## config.mk

```make
export PLATFORM = sky130hd
export DESIGN_NAME = sc_datapath
export DESIGN_NICKNAME = d
export VERILOG_FILES = /design/src/rtl/sc_datapath.sv
export SDC_FILE = /design/constraint.sdc
export NUM_CORES = 1
export LEC_CHECK = 0
export CAP_MARGIN = 20
export CELL_PAD_IN_SITES_DETAIL_PLACEMENT = 2
export CELL_PAD_IN_SITES_GLOBAL_PLACEMENT = 2
export CORE_ASPECT_RATIO = 1.5
export CORE_MARGIN = 1
export CORE_UTILIZATION = 36
export CTS_BUF_LIST = sky130_fd_sc_hd__clkbuf_4 sky130_fd_sc_hd__clkbuf_8
export CTS_CLUSTER_DIAMETER = 200
export DETAILED_ROUTE_END_ITERATION = 10
export GPL_ROUTABILITY_DRIVEN = 0
export PLACE_DENSITY = 0.81
export REMOVE_ABC_BUFFERS = 1
export SETUP_SLACK_MARGIN = 0.2
export SLEW_MARGIN = 30
export SYNTH_ARGS = -nofsm -noshare
export SYNTH_HDL_FRONTEND = slang
export SYNTH_SLANG_ARGS = --single-unit
```

## constraint.sdc

```tcl
create_clock -name SC_STATEMACHINE_CLOCK_50 -period 5.2 [get_ports SC_STATEMACHINE_CLOCK_50]
set_input_delay 0.52 -clock SC_STATEMACHINE_CLOCK_50 [delete_from_list [all_inputs] [get_ports SC_STATEMACHINE_CLOCK_50]]
set_output_delay 0.52 -clock SC_STATEMACHINE_CLOCK_50 [all_outputs]
set_load 0.1 [all_outputs]
```

## src/rtl/sc_datapath.sv

```systemverilog
// Datapath for the SC_STATEMACHINE shift/add multiplier: register file, BUSA/BUSB muxes,
// ALU with active-low status flags, and RegSHIFTER driving BUSC back into the registers.
module sc_datapath #(
  parameter int DATAWIDTH_BUS                  = 8,
  parameter int DATAWIDTH_DECODER_SELECTION    = 3,
  parameter int DATAWIDTH_MUX_SELECTION        = 3,
  parameter int DATAWIDTH_ALU_SELECTION        = 4,
  parameter int DATAWIDTH_REGSHIFTER_SELECTION = 2,
  parameter int REGFIX0_VALUE                  = 0
) (
  input  logic                                      SC_STATEMACHINE_CLOCK_50,
  input  logic                                      SC_STATEMACHINE_Reset_InHigh,
  input  logic                                      SC_DATAPATH_LoadOperands_InLow,
  input  logic [DATAWIDTH_BUS-1:0]                  SC_DATAPATH_Multiplicand_In,
  input  logic [DATAWIDTH_BUS-1:0]                  SC_DATAPATH_Multiplier_In,
  input  logic [DATAWIDTH_DECODER_SELECTION-1:0]    SC_DATAPATH_DecoderSelectionWrite_In,
  input  logic [DATAWIDTH_MUX_SELECTION-1:0]        SC_DATAPATH_MUXSelectionBUSA_In,
  input  logic [DATAWIDTH_MUX_SELECTION-1:0]        SC_DATAPATH_MUXSelectionBUSB_In,
  input  logic [DATAWIDTH_ALU_SELECTION-1:0]        SC_DATAPATH_ALUSelection_In,
  input  logic                                      SC_DATAPATH_RegSHIFTERLoad_InLow,
  input  logic [DATAWIDTH_REGSHIFTER_SELECTION-1:0] SC_DATAPATH_RegSHIFTERShiftSelection_InLow,
  output logic                                      SC_DATAPATH_Overflow_OutLow,
  output logic                                      SC_DATAPATH_Carry_OutLow,
  output logic                                      SC_DATAPATH_Negative_OutLow,
  output logic                                      SC_DATAPATH_Zero_OutLow,
  output logic [DATAWIDTH_BUS-1:0]                  SC_DATAPATH_BUSC_Out,
  output logic [DATAWIDTH_BUS-1:0]                  SC_DATAPATH_Result_Out
);

  localparam int N = DATAWIDTH_BUS;
  localparam logic [N:0] ONE_EXT = (N+1)'(1);

  logic [N-1:0] reg_gen [0:3];
  logic [N-1:0] reg_fix0;
  logic [N-1:0] reg_fix1;
  logic [N-1:0] reg_shifter;
  logic [N-1:0] bus_a;
  logic [N-1:0] bus_b;
  logic [N-1:0] alu_result;
  logic [N:0]   alu_ext;
  logic         alu_carry;
  logic         alu_overflow;

  assign reg_fix0 = N'(REGFIX0_VALUE);

  function automatic logic [N-1:0] bus_mux(
    input logic [DATAWIDTH_MUX_SELECTION-1:0] sel,
    input logic [N-1:0] g0, input logic [N-1:0] g1,
    input logic [N-1:0] g2, input logic [N-1:0] g3,
    input logic [N-1:0] f0, input logic [N-1:0] f1
  );
    logic [N-1:0] v;
    case (sel)
      3'b000:  v = g0;
      3'b001:  v = g1;
      3'b010:  v = g2;
      3'b011:  v = g3;
      3'b100:  v = f0;
      3'b101:  v = f1;
      default: v = '0;
    endcase
    return v;
  endfunction

  assign bus_a = bus_mux(SC_DATAPATH_MUXSelectionBUSA_In, reg_gen[0], reg_gen[1],
                         reg_gen[2], reg_gen[3], reg_fix0, reg_fix1);
  assign bus_b = bus_mux(SC_DATAPATH_MUXSelectionBUSB_In, reg_gen[0], reg_gen[1],
                         reg_gen[2], reg_gen[3], reg_fix0, reg_fix1);

  // Arithmetic runs one bit wider so the top bit gives carry (ADD/INC) or borrow (SUB/DEC).
  always_comb begin
    alu_result   = bus_a;
    alu_ext      = '0;
    alu_carry    = 1'b0;
    alu_overflow = 1'b0;
    case (SC_DATAPATH_ALUSelection_In)
      4'b0001: alu_result = bus_a | bus_b;
      4'b0010: alu_result = bus_a & bus_b;
      4'b0011: alu_result = ~bus_a;
      4'b0100: alu_result = bus_a ^ bus_b;
      4'b1000: begin
        alu_ext      = {1'b0, bus_a} + {1'b0, bus_b};
        alu_result   = alu_ext[N-1:0];
        alu_carry    = alu_ext[N];
        alu_overflow = (bus_a[N-1] == bus_b[N-1]) && (alu_result[N-1] != bus_a[N-1]);
      end
      4'b1001: begin
        alu_ext      = {1'b0, bus_a} - {1'b0, bus_b};
        alu_result   = alu_ext[N-1:0];
        alu_carry    = alu_ext[N];
        alu_overflow = (bus_a[N-1] != bus_b[N-1]) && (alu_result[N-1] != bus_a[N-1]);
      end
      4'b1010: begin
        alu_ext      = {1'b0, bus_a} + ONE_EXT;
        alu_result   = alu_ext[N-1:0];
        alu_carry    = alu_ext[N];
        alu_overflow = ~bus_a[N-1] & alu_result[N-1];
      end
      4'b1011: begin
        alu_ext      = {1'b0, bus_a} - ONE_EXT;
        alu_result   = alu_ext[N-1:0];
        alu_carry    = alu_ext[N];
        alu_overflow = bus_a[N-1] & ~alu_result[N-1];
      end
      default: alu_result = bus_a;
    endcase
  end

  assign SC_DATAPATH_Zero_OutLow     = |alu_result;
  assign SC_DATAPATH_Negative_OutLow = ~alu_result[N-1];
  assign SC_DATAPATH_Carry_OutLow    = ~alu_carry;
  assign SC_DATAPATH_Overflow_OutLow = ~alu_overflow;

  // Register writes take the pre-edge shifter value; operand load overrides a write to RegGEN1.
  always_ff @(posedge SC_STATEMACHINE_CLOCK_50 or posedge SC_STATEMACHINE_Reset_InHigh) begin
    if (SC_STATEMACHINE_Reset_InHigh) begin
      for (int i = 0; i < 4; i++) reg_gen[i] <= '0;
      reg_fix1 <= '0;
    end else begin
      for (int i = 0; i < 4; i++) begin
        if ((i == 1) && !SC_DATAPATH_LoadOperands_InLow)
          reg_gen[i] <= SC_DATAPATH_Multiplicand_In;
        else if (SC_DATAPATH_DecoderSelectionWrite_In == DATAWIDTH_DECODER_SELECTION'(i))
          reg_gen[i] <= reg_shifter;
      end
      if (!SC_DATAPATH_LoadOperands_InLow)
        reg_fix1 <= SC_DATAPATH_Multiplier_In;
    end
  end

  always_ff @(posedge SC_STATEMACHINE_CLOCK_50 or posedge SC_STATEMACHINE_Reset_InHigh) begin
    if (SC_STATEMACHINE_Reset_InHigh)
      reg_shifter <= '0;
    else if (!SC_DATAPATH_RegSHIFTERLoad_InLow) begin
      case (SC_DATAPATH_RegSHIFTERShiftSelection_InLow)
        2'b01:   reg_shifter <= {reg_shifter[N-2:0], 1'b0};
        2'b10:   reg_shifter <= {1'b0, reg_shifter[N-1:1]};
        default: reg_shifter <= alu_result;
      endcase
    end
  end

  assign SC_DATAPATH_BUSC_Out   = reg_shifter;
  assign SC_DATAPATH_Result_Out = reg_gen[3];

endmodule

```

# After elaboration in Yosys (flattened, before gate mapping)
# Cells that the tools add are included.
op_classes:
  n_div: 0
  n_mux: 8
  magnitude_cmp: 0
  shift: 0
  n_bitwise: 11
  n_addsub: 4
  reduce_logical: 6
  multipliers: 0
  n_eq_ne: 26
op_table:
  columns: ["operator", "count"]
  rows:
  - ["8-bit case mux with 5 select lines", 2]
  - ["8-bit case mux with 8 select lines", 1]
  - ["3-bit by 2-bit == test with 1-bit output, second input constant", 6]
  - ["4-bit == test, second input constant", 4]
  - ["8-bit 2-to-1 mux", 2]
  - ["8-bit case mux with 2 select lines", 1]
  - ["8-bit by 1-bit adder with 9-bit output, second input constant", 1]
  - ["8-bit by 8-bit adder with 9-bit output", 1]
  - ["3-bit by 1-bit == test with 1-bit output, second input constant", 3]
  - ["3-bit logical NOT", 3]
  - ["8-bit by 1-bit subtractor with 9-bit output, second input constant", 1]
  - ["8-bit by 8-bit subtractor with 9-bit output", 1]
  - ["8-bit AND", 1]
  - ["4-bit by 2-bit == test with 1-bit output, second input constant", 2]
  - ["8-bit inverter", 1]
  - ["8-bit bitwise OR", 1]
  - ["1-bit case mux with 4 select lines", 2]
  - ["8-bit OR reduction", 1]
  - ["8-bit bitwise XOR", 1]
  - ["3-bit == test, second input constant", 2]
  - ["1-bit inverter", 5]
  - ["4-bit by 1-bit == test with 1-bit output, second input constant", 1]
  - ["4-bit by 3-bit == test with 1-bit output, second input constant", 1]
  - ["1-bit inequality test", 3]
  - ["other kinds (6)", 8]
word_totals:
  register_bits: 48
  memories: 0
  mem_bits_rw: 0
  inputBits: 35
  latchBits: 0
  romBits: 0
  elab_cells: 61
  out_inout_bits: 20

# Depth between registers and ports, before layout
# Gate-level depths: netlist (run 1).
logic_depth:
  ltp_word: 7
  ltp_mapped: 17
  depth_no_buf: 16

# Worst setup path before layout (run 1)
# Ideal clock, no wire load.
synth_path:
  kind: "input to output"
  start: "input SC_DATAPATH_MUXSelectionBUSB_In[1]"
  end: "output SC_DATAPATH_Carry_OutLow"
  t_arrival_ns: 6.048
  t_required_ns: 4.680
  setup_slack_ns: -1.368
  stages: 16
  n_path_buf: 2
  path_cell_list: "clkbuf_1 -> clkbuf_1 -> mux2i_1 -> o21ai_0 -> nand2_1 -> o21ai_0 -> ha_1 -> fa_1 -> nor2b_1 -> o21a_1 -> nor2_1 -> o21ai_0 -> a21oi_1 -> nor2_1 -> nor3_1 -> nor4_1"
synth_between:
  elab_chain_len: 5
  word_cells_on_any_way: 10
  classes_between: "2 x add/sub; 4 x eq/ne; 2 x mux; 1 x bitwise; 1 x reduce/logical"
synth_lines:
  columns: ["item", "line_no", "rtl"]
  rows:
  - ["from (decl)", "18", "input logic [DATAWIDTH_MUX_SELECTION-1:0] SC_DATAPATH_MUXSelectionBUSB_In,"]
  - ["3-bit == test (tied with other cells)", "53", "case (sel)"]
  - ["8-bit case mux with 5 select lines (*)", "53", null]
  - ["8-bit by 8-bit subtractor with 9-bit output / 8-bit by 8-bit adder with 9-bit output (equally long branches)", "88, 82", null]
  - ["1-bit case mux with 4 select lines (*)", "76", "case (SC_DATAPATH_ALUSelection_In)"]
  - ["1-bit inverter (*)", "111", "assign SC_DATAPATH_Carry_OutLow = ~alu_carry;"]
  - ["to (decl)", "23", "output logic SC_DATAPATH_Carry_OutLow,"]
# Every way passes the cells marked *; elsewhere a longest branch is shown, timed or not.

# Worst setup path in the final report (run 1)
layout_path:
  start: "input SC_DATAPATH_MUXSelectionBUSB_In[2]"
  end: "output SC_DATAPATH_Zero_OutLow"
layout_between:
  elab_chain_len: 5
  word_cells_on_any_way: 13
  classes_between: "2 x add/sub; 4 x eq/ne; 2 x mux; 3 x bitwise; 2 x reduce/logical"
layout_lines:
  columns: ["item", "line_no", "rtl"]
  rows:
  - ["3-bit == test (tied with other cells)", "53", null]
  - ["8-bit case mux with 5 select lines (*)", "53", null]
  - ["8-bit by 8-bit subtractor with 9-bit output (tied with other cells)", "88", "alu_ext = {1'b0, bus_a} - {1'b0, bus_b};"]
  - ["8-bit case mux with 8 select lines (*)", "76", null]
  - ["8-bit OR reduction (*)", "109", "assign SC_DATAPATH_Zero_OutLow = |alu_result;"]
  - ["to (decl)", "25", "output logic SC_DATAPATH_Zero_OutLow,"]
# Marks and branches as above.

==> impl_metrics.json, run 1 <==
{
  "outcome": "complete, no violations",
  "route.final.wire_length_um": 21400,
  "final_nets": 678,
  "startpoint_type_of_the_worst_setup_path": "input pin",
  "yosys.cell_types.count": 75,
  "synth.avg_cell_area_um2": 8.78,
  "timing.critical_path.arrival_ns": 4.35,
  "slew_of_the_pin_with_the_lowest_slew_margin_ns": 1.00,
  "synth-seq-cells": 48,
  "dpl_cell_area_um2": 5700,
  "cts.htree.levels": 2,
  "final_common_cell": "dfrtp_1",
  "post-route-drc-count": 0,
  "cpMostUsedCell": "nand2_1",
  "avgViaCountPerCell": 6.39,
  "critPathKind": "input pin to primary output",
  "synth-compound-area-share": 0.232,
  "num_rows": 51,
  "crit_path_top_delay_cell": "or3b_4",
  "num_antenna_cells": 0,
  "area_growth_syn_to_layout_pct": 23.7,
  "root_buffer": "clkbuf_8",
  "holdCritPathClass": "flop to flop",
  "wire_length_of_the_first_global_routing_pass_um": 32500,
  "grt_max_degree": 49,
  "p_leak_nw": 2.52,
  "dr.first_iter.drc_count": 247,
  "cts_made_buffers": 5,
  "setup_violators_final": 0,
  "pre_cts_ws_ns": -0.179,
  "i_o_pin_total": 55,
  "finalHoldViolations": 0,
  "cts-root-to-sink-buffers": 2,
  "synth_top_family_by_area": "compound AO/OA/AOI/OAI gates",
  "dieWidth_um": 96.4,
  "fin_crit_ns": 4.87,
  "hold_start": "reg_gen[15]",
  "layout.cell_area.non_filler_um2": 5950,
  "drv_cap": 0,
  "fillerInstances": 1411,
  "num_vias": 4924,
  "setup_slack_ns": 0.325,
  "cellPowerDensity_nw_per_um2": 329,
  "cts_tree": "done",
  "ys.warnings.count": 0,
  "hold_buffers": 0,
  "crit_path_max_incr_delay_ns": 0.46,
  "fmaxAchievable_mhz": 205,
  "setup_total_negative_slack_ns": 0,
  "path_delay_family": "simple AND/OR/NAND/NOR gates",
  "timing.critical_path.cells": "dlygate4sd2_1 -> nor2b_1 -> nand2_1 -> o21ai_0 -> nand2_1 -> o21ai_4 -> ha_1 -> inv_1 -> fa_2 -> xnor2_1 -> mux2i_1 -> a221oi_2 -> a211oi_1 -> nor4_4 -> o2111a_2 -> nand4_1 -> or3b_4 -> buf_12",
  "synth_edf_count": 0,
  "clkTransAtPathRegs_ns": 0.09,
  "grt_pass1_vias": 5599,
  "io_buffers": 54,
  "clock_insertion_delay_worst_skew_ns": 0.32,
  "rsz0062_at_grt": "false",
  "dieArea_um2": 13800,
  "ant_nets": 0,
  "timing.critical_path.to_type": "primary output",
  "final_min_period_over_clock_period": 0.937,
  "synth-seq-area-share": 0.250,
  "drv_slew": 0,
  "drt-pass1-iter-count": 4,
  "critical_path.startpoint": "SC_DATAPATH_MUXSelectionBUSB_In[2]",
  "global_route.usage.total": 0.323,
  "yosys_most_used_dff": "dfrtp_1",
  "overflow_left_after_global_routing": 0,
  "avgRoutedWirePerCell_um": 27.7,
  "worstPathMaxFanout": 4,
  "chipHeight_um": 144,
  "skew_ns": 0.00848,
  "yosys.area_share.xor_xnor": 0.0180,
  "postSynth.asyncResetShare": 1.00,
  "initial_utilization": 0.369,
  "worst_r2r_startpoint": "SC_DATAPATH_Result_Out[2]",
  "post_synth_fa_ha_maj_area_fraction": 0.0890,
  "ir_drop_worst_vdd_mv": 0.271,
  "worst_ep_required_time_ns": 4.68,
  "worst_slew_margin_rel": 0.329,
  "core_area_um2": 13000,
  "bufs_and_invs_on_worst_path": 3,
  "synthSimpleGateAreaFrac": 0.173,
  "number_of_cells_produced_by_synthesis": 548,
  "post_synth_mux_area_share": 0.167,
  "detailed_place_hpwl_um": 15800,
  "antenna_found_initial": 0,
  "cts_num_sinks": 48,
  "layout-drive-gt1-share": 0.218,
  "commonest_cells_after_routing_fill_and_taps_aside": "48 x dfrtp_1, 45 x clkdlybuf4s50_1, 41 x buf_4, 37 x nand2_1",
  "syn_area_um2": 4810
}
## per-stage QoR
stage,hold slack (ns),util,power (mW),cells
5_1_grt,0.580,0.457,2.03,770
3_3_place_gp,0.514,0.437,1.55,760
2_1_floorplan,0.492,-,1.22,505
3_5_place_dp,0.522,0.438,1.61,760
4_1_cts,0.558,0.452,1.93,770
6_report,0.556,0.457,1.95,770
## path summary, 6_finish.rpt
kind | to | slack [ns] | cells past startpoint
worst max-delay path | SC_DATAPATH_Zero_OutLow | 0.33 | 18
worst min-delay path | reg_gen[15] | 0.56 | 1
worst max register to register | SC_DATAPATH_BUSC_Out[7] | 1.62 | 13
worst min register to register | reg_gen[15] | 0.56 | 1
max in group asynchronous | reg_gen[9] | 4.12 | 2
min in group asynchronous | reg_gen[21] | 0.65 | 2
## worst register-to-register path, cell delays in order (launching register included)
cell and delay, ns:
dfrtp_1 0.45, mux2_4 0.30, a221oi_4 0.32, buf_4 0.28
and3_1 0.30, and3_1 0.20, ha_1 0.24, nand3_1 0.10
nand2_1 0.06, a2111oi_1 0.40, nor2_1 0.09, a21oi_1 0.12
a32oi_1 0.18, a221o_1 0.40
## layout make-up
type	instances	area, µm²	share of cell area
Clock buffer	5	68.8	0.0116
Clock inverter	3	42.5	0.00715
Inverter	30	115	0.0194
Multi-Input combinational cell	427	3400	0.572
Sequential cell	48	1200	0.202
Tap cell	159	199	0.0334
Timing Repair Buffer	98	921	0.155
## cell usage after synthesis, types with 6 or more instances
cell / n / area [µm²]
dfrtp_1: 48 / 1200
mux2i_1: 38 / 380
a21oi_1: 37 / 185
nand2_1: 37 / 139
nor2_1: 37 / 139
mux2_2: 33 / 372
ha_1: 31 / 388
inv_1: 26 / 97.6
clkbuf_1: 23 / 86.3
o21ai_0: 22 / 110
o21a_1: 12 / 90.1
a211oi_1: 11 / 82.6
nand3_1: 11 / 55.1
nor3_1: 11 / 55.1
buf_4: 8 / 60.1
a21o_1: 7 / 52.6
a221oi_1: 7 / 61.3
and3_1: 7 / 43.8
nor2b_1: 7 / 43.8
o2bb2ai_1: 7 / 61.3
nand2b_1: 6 / 37.5
nand4_1: 6 / 37.5
## per-layer routing
| metal | share of wire | GRT usage |
|---|---|---|
| met1 | 0.34 | 0.311 |
| met4 | 0.074 | 0.241 |
| met3 | 0.034 | 0.0381 |
| met2 | 0.55 | 0.608 |
| met5 | 0 | 0 |
## kinds of logic (layout without fill, tap and decap cells)
family / count (synthesis) / after routing
xor+xnor: 9 / 9
compound gates: 155 / 155
simple gates: 156 / 156
flops: 48 / 48
buf+inv: 73 / 136
mux: 74 / 74
fa+ha+maj: 33 / 33
## sequential cells by signal, indices dropped and copies added (netlist names)
signal / flops
reg_fix1: 8
SC_DATAPATH_BUSC_Out: 8
reg_gen: 24
SC_DATAPATH_Result_Out: 8
## timing repair
action / CTS / global route
pin swaps: 5 / 4
gates resized for setup: 21 / 16
endpoints found under the setup margin: 2 / 1
setup buffers: 2 / 0
gates cloned: 0 / 0
## where the power goes
| part | total [mW] | internal (mW) | switching, mW |
|---|---|---|---|
| clock network | 0.279 | 0.142 | 0.137 |
| registers | 0.565 | 0.449 | 0.116 |
| logic | 1.11 | 0.404 | 0.706 |
No activity file was read; power rests on OpenSTA's default activity.
==> inputs of run 2 (changes only) <==
--- a/config.mk
+++ b/config.mk
@@ -15,6 +15,7 @@
 export CTS_CLUSTER_DIAMETER = 200
 export DETAILED_ROUTE_END_ITERATION = 10
 export GPL_ROUTABILITY_DRIVEN = 0
+export MAX_ROUTING_LAYER = met4
 export PLACE_DENSITY = 0.81
 export REMOVE_ABC_BUFFERS = 1
 export SETUP_SLACK_MARGIN = 0.2
==> run 2 against run 1 <==
  * Sequential share of layout area unchanged
  * Sequential power hardly changed
  * Maximum frequency shrank 0.78%
  * Critical path type unchanged
  * Largest cell class unchanged
  * Highest routed layer unchanged
==> impl_metrics.json, run 2 (same netlist as run 1, synthesis figures left out) <==
{
  "finalHoldViolations": 0,
  "worstPathMaxFanout": 6,
  "wire_length_of_the_first_global_routing_pass_um": 32400,
  "clock_insertion_delay_worst_skew_ns": 0.32,
  "chipHeight_um": 144,
  "pre_cts_ws_ns": -0.179,
  "final-seq-area_um2": 1200,
  "final_nets": 678,
  "worst_r2r_startpoint": "SC_DATAPATH_Result_Out[2]",
  "grt_pass1_vias": 5604,
  "timing.critical_path.cells": "dlygate4sd2_1 -> nor2b_1 -> buf_4 -> nand2_1 -> o21ai_0 -> nand2_1 -> o21a_2 -> ha_1 -> buf_4 -> nand3b_1 -> and4_1 -> a2111oi_2 -> o221a_2 -> a41oi_1 -> o22ai_2 -> nand4_1 -> or3b_4 -> buf_12",
  "rsz0062_at_grt": "false",
  "fin_crit_ns": 4.91,
  "cts.htree.levels": 2,
  "ir_drop_worst_vdd_mv": 0.270,
  "num_antenna_cells": 0,
  "critPathKind": "input pin to primary output",
  "timing.critical_path.arrival_ns": 4.39,
  "skew_ns": 0.00953,
  "core_area_um2": 13000,
  "outcome": "complete, no violations",
  "commonest_cells_after_routing_fill_and_taps_aside": "48 x dfrtp_1, 45 x clkdlybuf4s50_1, 41 x buf_4, 37 x nand2_1",
  "final_min_period_over_clock_period": 0.945,
  "dieArea_um2": 13800,
  "avgViaCountPerCell": 6.43,
  "avgRoutedWirePerCell_um": 27.9,
  "cts_tree": "done",
  "crit_path_top_delay_cell": "or3b_4",
  "clkTransAtPathRegs_ns": 0.09,
  "p_leak_nw": 2.52,
  "combinationalPowerShare": 0.569,
  "initial_utilization": 0.369,
  "hold_start": "reg_gen[15]",
  "dieWidth_um": 96.4,
  "num_vias": 4950,
  "root_buffer": "clkbuf_8",
  "drt-pass1-iter-count": 4,
  "holdCritPathClass": "flop to flop",
  "grt_max_degree": 49,
  "global_route.usage.total": 0.332,
  "cts_num_sinks": 48,
  "drv_slew": 0,
  "setup_total_negative_slack_ns": 0,
  "final_common_cell": "dfrtp_1",
  "crit_path_max_incr_delay_ns": 0.46,
  "cts_made_buffers": 5,
  "drv_cap": 0,
  "critical_path.startpoint": "SC_DATAPATH_MUXSelectionBUSB_In[2]",
  "layout-drive-gt1-share": 0.218,
  "layoutNonFillerInstCount": 770,
  "area_growth_syn_to_layout_pct": 23.7,
  "worst_ep_required_time_ns": 4.68,
  "placedCellCount": 760,
  "final_core_utilization": 0.457,
  "i_o_pin_total": 55,
  "post-route-drc-count": 0,
  "sw_share": 0.490,
  "timing.critical_path.to_type": "primary output",
  "cellPowerDensity_nw_per_um2": 329,
  "p_seq_frac": 0.289,
  "netSwitchingPower_mw": 0.959,
  "antenna_found_initial": 0,
  "num_rows": 51,
  "slew_of_the_pin_with_the_lowest_slew_margin_ns": 1.02,
  "whs_ns": 0.555,
  "setup_violators_final": 0,
  "multi_input_comb_area_um2": 3400,
  "cellInternalPower_mw": 0.996,
  "fmaxAchievable_mhz": 204,
  "ant_nets": 0,
  "fillerInstances": 1411,
  "layout.cell_area.non_filler_um2": 5950,
  "worst_slew_margin_rel": 0.320,
  "io_buffers": 54,
  "dpl_cell_area_um2": 5700,
  "post-layout-total-power_mw": 1.96,
  "route.final.wire_length_um": 21500,
  "largest_register": "reg_gen",
  "overflow_left_after_global_routing": 0,
  "clock_power_share": 0.142,
  "dr.first_iter.drc_count": 232,
  "startpoint_type_of_the_worst_setup_path": "input pin",
  "setup_slack_ns": 0.287,
  "largest_reg_flops": 24,
  "cts-root-to-sink-buffers": 2,
  "detailed_place_hpwl_um": 15800
}
## run 2: what timing repair did
item / 4_1_cts / 5_1_grt
pin swaps: 5 / 4
gates resized for setup: 21 / 16
endpoints found under the setup margin: 2 / 1
buffers inserted: 2 / 0
hold buffers: 0 / 0
endpoints found under the hold margin: 0 / 0
## run 2: final timing paths
kind                                            to  slack, ns  cells past startpoint
setup / recovery           SC_DATAPATH_Zero_OutLow       0.29                     18
hold / removal                         reg_gen[15]       0.56                      1
setup reg to reg           SC_DATAPATH_BUSC_Out[7]       1.63                     13
hold reg to reg                        reg_gen[15]       0.56                      1
max in group asynchronous               reg_gen[9]       4.12                      2
min in group asynchronous              reg_fix1[6]       0.66                      2
## run 2: metal layers
metal  vias up  wire, µm  global-route usage
met4         0      1760               0.242
met5         -         0                   -
met3       104       727              0.0386
li1       2138         -                   -
met2       187     11600               0.608
met1      2521      7350               0.308
## run 2: power groups by stage
stage / clock (mW) / sequential [mW] / combinational [mW]
after floorplan: 0 / 0.721 / 0.497
final: 0.278 / 0.565 / 1.11
after detailed placement: 0 / 0.560 / 1.05
after global routing: 0.293 / 0.572 / 1.17
after global placement: 0 / 0.550 / 1.00
after CTS: 0.285 / 0.561 / 1.09
## run 2: cell type report
type / instances / share of cell area
well taps: 159 / 0.0334
multi-input cells: 427 / 0.572
flip-flops and latches: 48 / 0.202
inverters: 30 / 0.0194
clock inverters: 3 / 0.00715
repair buffers: 98 / 0.155
clock buffers: 5 / 0.0116
## run 2: worst max-delay path: cells and delay by family
kind                       cells  cell delay (ns)
buffers and inverters          4             0.84
AOI/OAI and AO/OA              6             1.25
adders and majority gates      1             0.31
and+or+nand+nor                7             1.45
==> inputs of run 3 (changes only) <==
--- a/config.mk
+++ b/config.mk
@@ -10,13 +10,14 @@
 export CELL_PAD_IN_SITES_GLOBAL_PLACEMENT = 2
 export CORE_ASPECT_RATIO = 1.5
 export CORE_MARGIN = 1
-export CORE_UTILIZATION = 36
+export CORE_UTILIZATION = 33
 export CTS_BUF_LIST = sky130_fd_sc_hd__clkbuf_4 sky130_fd_sc_hd__clkbuf_8
 export CTS_CLUSTER_DIAMETER = 200
 export DETAILED_ROUTE_END_ITERATION = 10
 export GPL_ROUTABILITY_DRIVEN = 0
+export GPL_TIMING_DRIVEN = 0
 export MAX_ROUTING_LAYER = met4
-export PLACE_DENSITY = 0.81
+export PLACE_DENSITY = 0.78
 export REMOVE_ABC_BUFFERS = 1
 export SETUP_SLACK_MARGIN = 0.2
 export SLEW_MARGIN = 30
==> constraint.sdc (replaced) <==
create_clock -name SC_STATEMACHINE_CLOCK_50 -period 4.3 [get_ports SC_STATEMACHINE_CLOCK_50]
set_input_delay 0.43 -clock SC_STATEMACHINE_CLOCK_50 [delete_from_list [all_inputs] [get_ports SC_STATEMACHINE_CLOCK_50]]
set_output_delay 0.43 -clock SC_STATEMACHINE_CLOCK_50 [all_outputs]
set_load 0.1 [all_outputs]
==> run 3 against run 2 <==
  * The run now ends with negative setup slack left
  * Flip-flop and latch count unchanged
  * Highest routed layer unchanged
  * Sequential power up 18%
  * Combinational power up 30%
  * Critical endpoint unchanged
==> impl_metrics.json, run 3 (same netlist as run 1, synthesis figures left out) <==
{
  "antenna_found_initial": 0,
  "post-route-drc-count": 0,
  "num_antenna_cells": 0,
  "fmaxAchievable_mhz": 231,
  "final_nets": 677,
  "route.final.wire_length_um": 19600,
  "i_o_pin_total": 55,
  "largest_register": "reg_gen",
  "cts_made_buffers": 5,
  "layout.cell_area.non_filler_um2": 6170,
  "cts-root-to-sink-buffers": 2,
  "p_leak_nw": 2.55,
  "core_area_um2": 14100,
  "largest_reg_flops": 24,
  "worst_r2r_startpoint": "reg_gen[16]",
  "violated_checks": "negative setup slack",
  "initial_utilization": 0.341,
  "worst_ep_required_time_ns": 3.87,
  "rsz0062_at_grt": "true",
  "num_rows": 53,
  "skew_ns": 0.00425,
  "layout-drive-gt1-share": 0.285,
  "ir_drop_worst_vdd_mv": 0.462,
  "slew_of_the_pin_with_the_lowest_slew_margin_ns": 0.985,
  "commonest_cells_after_routing_fill_and_taps_aside": "48 x dfrtp_1, 43 x buf_4, 43 x clkdlybuf4s50_1, 37 x mux2i_1, 37 x nand2_1",
  "worstPathMaxFanout": 8,
  "overflow_left_after_global_routing": 0,
  "detailed_place_hpwl_um": 13800,
  "critical_path.startpoint": "SC_DATAPATH_Result_Out[2]",
  "timing.critical_path.arrival_ns": 3.90,
  "setup_slack_ns": -0.0288,
  "num_vias": 4718,
  "finalHoldViolations": 0,
  "root_buffer": "clkbuf_8",
  "ant_nets": 0,
  "avgRoutedWirePerCell_um": 24.4,
  "critPathKind": "flop to primary output",
  "dpl_cell_area_um2": 5390,
  "holdCritPathClass": "flop to flop",
  "hold_start": "reg_fix1[7]",
  "setup_violators_final": 1,
  "avgViaCountPerCell": 5.88,
  "drv_cap": 0,
  "chipHeight_um": 150,
  "clock_insertion_delay_worst_skew_ns": 0.31,
  "global_route.usage.total": 0.271,
  "timing.critical_path.to_type": "primary output",
  "wire_length_of_the_first_global_routing_pass_um": 30300,
  "fin_crit_ns": 4.33,
  "outcome": "finished, violations left",
  "clkTransAtPathRegs_ns": 0.09,
  "final_min_period_over_clock_period": 1.01,
  "dieWidth_um": 101,
  "worst_slew_margin_rel": 0.341,
  "pre_cts_ws_ns": -3.08,
  "drt-pass1-iter-count": 6,
  "dr.first_iter.drc_count": 158,
  "final_common_cell": "dfrtp_1",
  "area_growth_syn_to_layout_pct": 28.4,
  "drv_slew": 0,
  "cts.htree.levels": 2,
  "cts_tree": "done",
  "grt_max_degree": 49,
  "grt_pass1_vias": 5469,
  "startpoint_type_of_the_worst_setup_path": "flop",
  "cts_num_sinks": 48,
  "io_buffers": 54,
  "cellPowerDensity_nw_per_um2": 388,
  "dieArea_um2": 15100,
  "whs_ns": 0.549,
  "post-layout-total-power_mw": 2.40
}
run 3: changes by cell type in the layout (fill, tap and decap cells not counted), moves of 4 or more:
cell	change
ha_4	+4
a21oi_2	+4
buf_6	+4
dlygate4sd2_1	-4
a21oi_1	-5
buf_12	-4
ha_1	-6
run 3: worst paths after layout:
kind | endpoint | cells past startpoint | slack, ns
hold reg to reg | reg_fix1[7] | 1 | 0.55
hold / removal | reg_fix1[7] | 1 | 0.55
setup / recovery | SC_DATAPATH_Zero_OutLow | 14 | -0.03
max in group asynchronous | SC_DATAPATH_Result_Out[7] | 2 | 3.26
min in group asynchronous | reg_fix1[1] | 2 | 0.60
setup reg to reg | SC_DATAPATH_BUSC_Out[6] | 16 | 0.91
run 3: power by group:
part	total (mW)	leakage [nW]	switching [mW]	internal, mW
logic	1.44	1.92	0.882	0.554
clock network	0.295	0.0510	0.166	0.129
registers	0.664	0.588	0.121	0.543
total	2.40	2.55	1.17	1.23
run 3: routing by layer:
metal	wire [µm]	up-vias	GRT usage
li1	-	2134	-
met1	7220	2395	0.267
met2	10900	123	0.505
met3	389	66	0.0224
met4	1130	0	0.172
met5	0	-	-
run 3: per-stage QoR:
step | std cells | TNS (ns) | utilization
floorplan | 505 | -4.42 | -
global placement | 751 | -16.97 | 0.380
detailed placement | 753 | -19.65 | 0.382
CTS | 782 | -0.0828 | 0.415
global route | 802 | -0.208 | 0.437
finish | 802 | -0.0288 | 0.437
run 3: cell type report:
| type | count | area (µm²) |
|---|---|---|
| well taps | 192 | 240 |
| clock inverters | 2 | 10.0 |
| inverters | 30 | 121 |
| fillers | 1507 | 7950 |
| multi-input cells | 427 | 3640 |
| repair buffers | 97 | 881 |
| flip-flops and latches | 48 | 1200 |
| clock buffers | 6 | 82.6 |
run 3: critical path, stage by stage, from the launching register on:
cell and delay [ns]:
dfrtp_1 0.43, mux2_4 0.29, a221oi_4 0.39, inv_2 0.10
ha_4 0.34, buf_6 0.11, xor2_2 0.14, mux2i_1 0.11
a221oi_2 0.30, a211oi_2 0.08, nor4_4 0.29, o2111a_2 0.29
nand4_1 0.13, or3b_4 0.41, buf_12 0.18
run 3: what timing repair did:
item | in CTS | in global routing
resized for setup | 113 | 35
hold buffers | 0 | 0
setup buffers | 21 | 20
cloned | 0 | 0
pin swaps | 19 | 23
setup endpoints to repair | 12 | 4
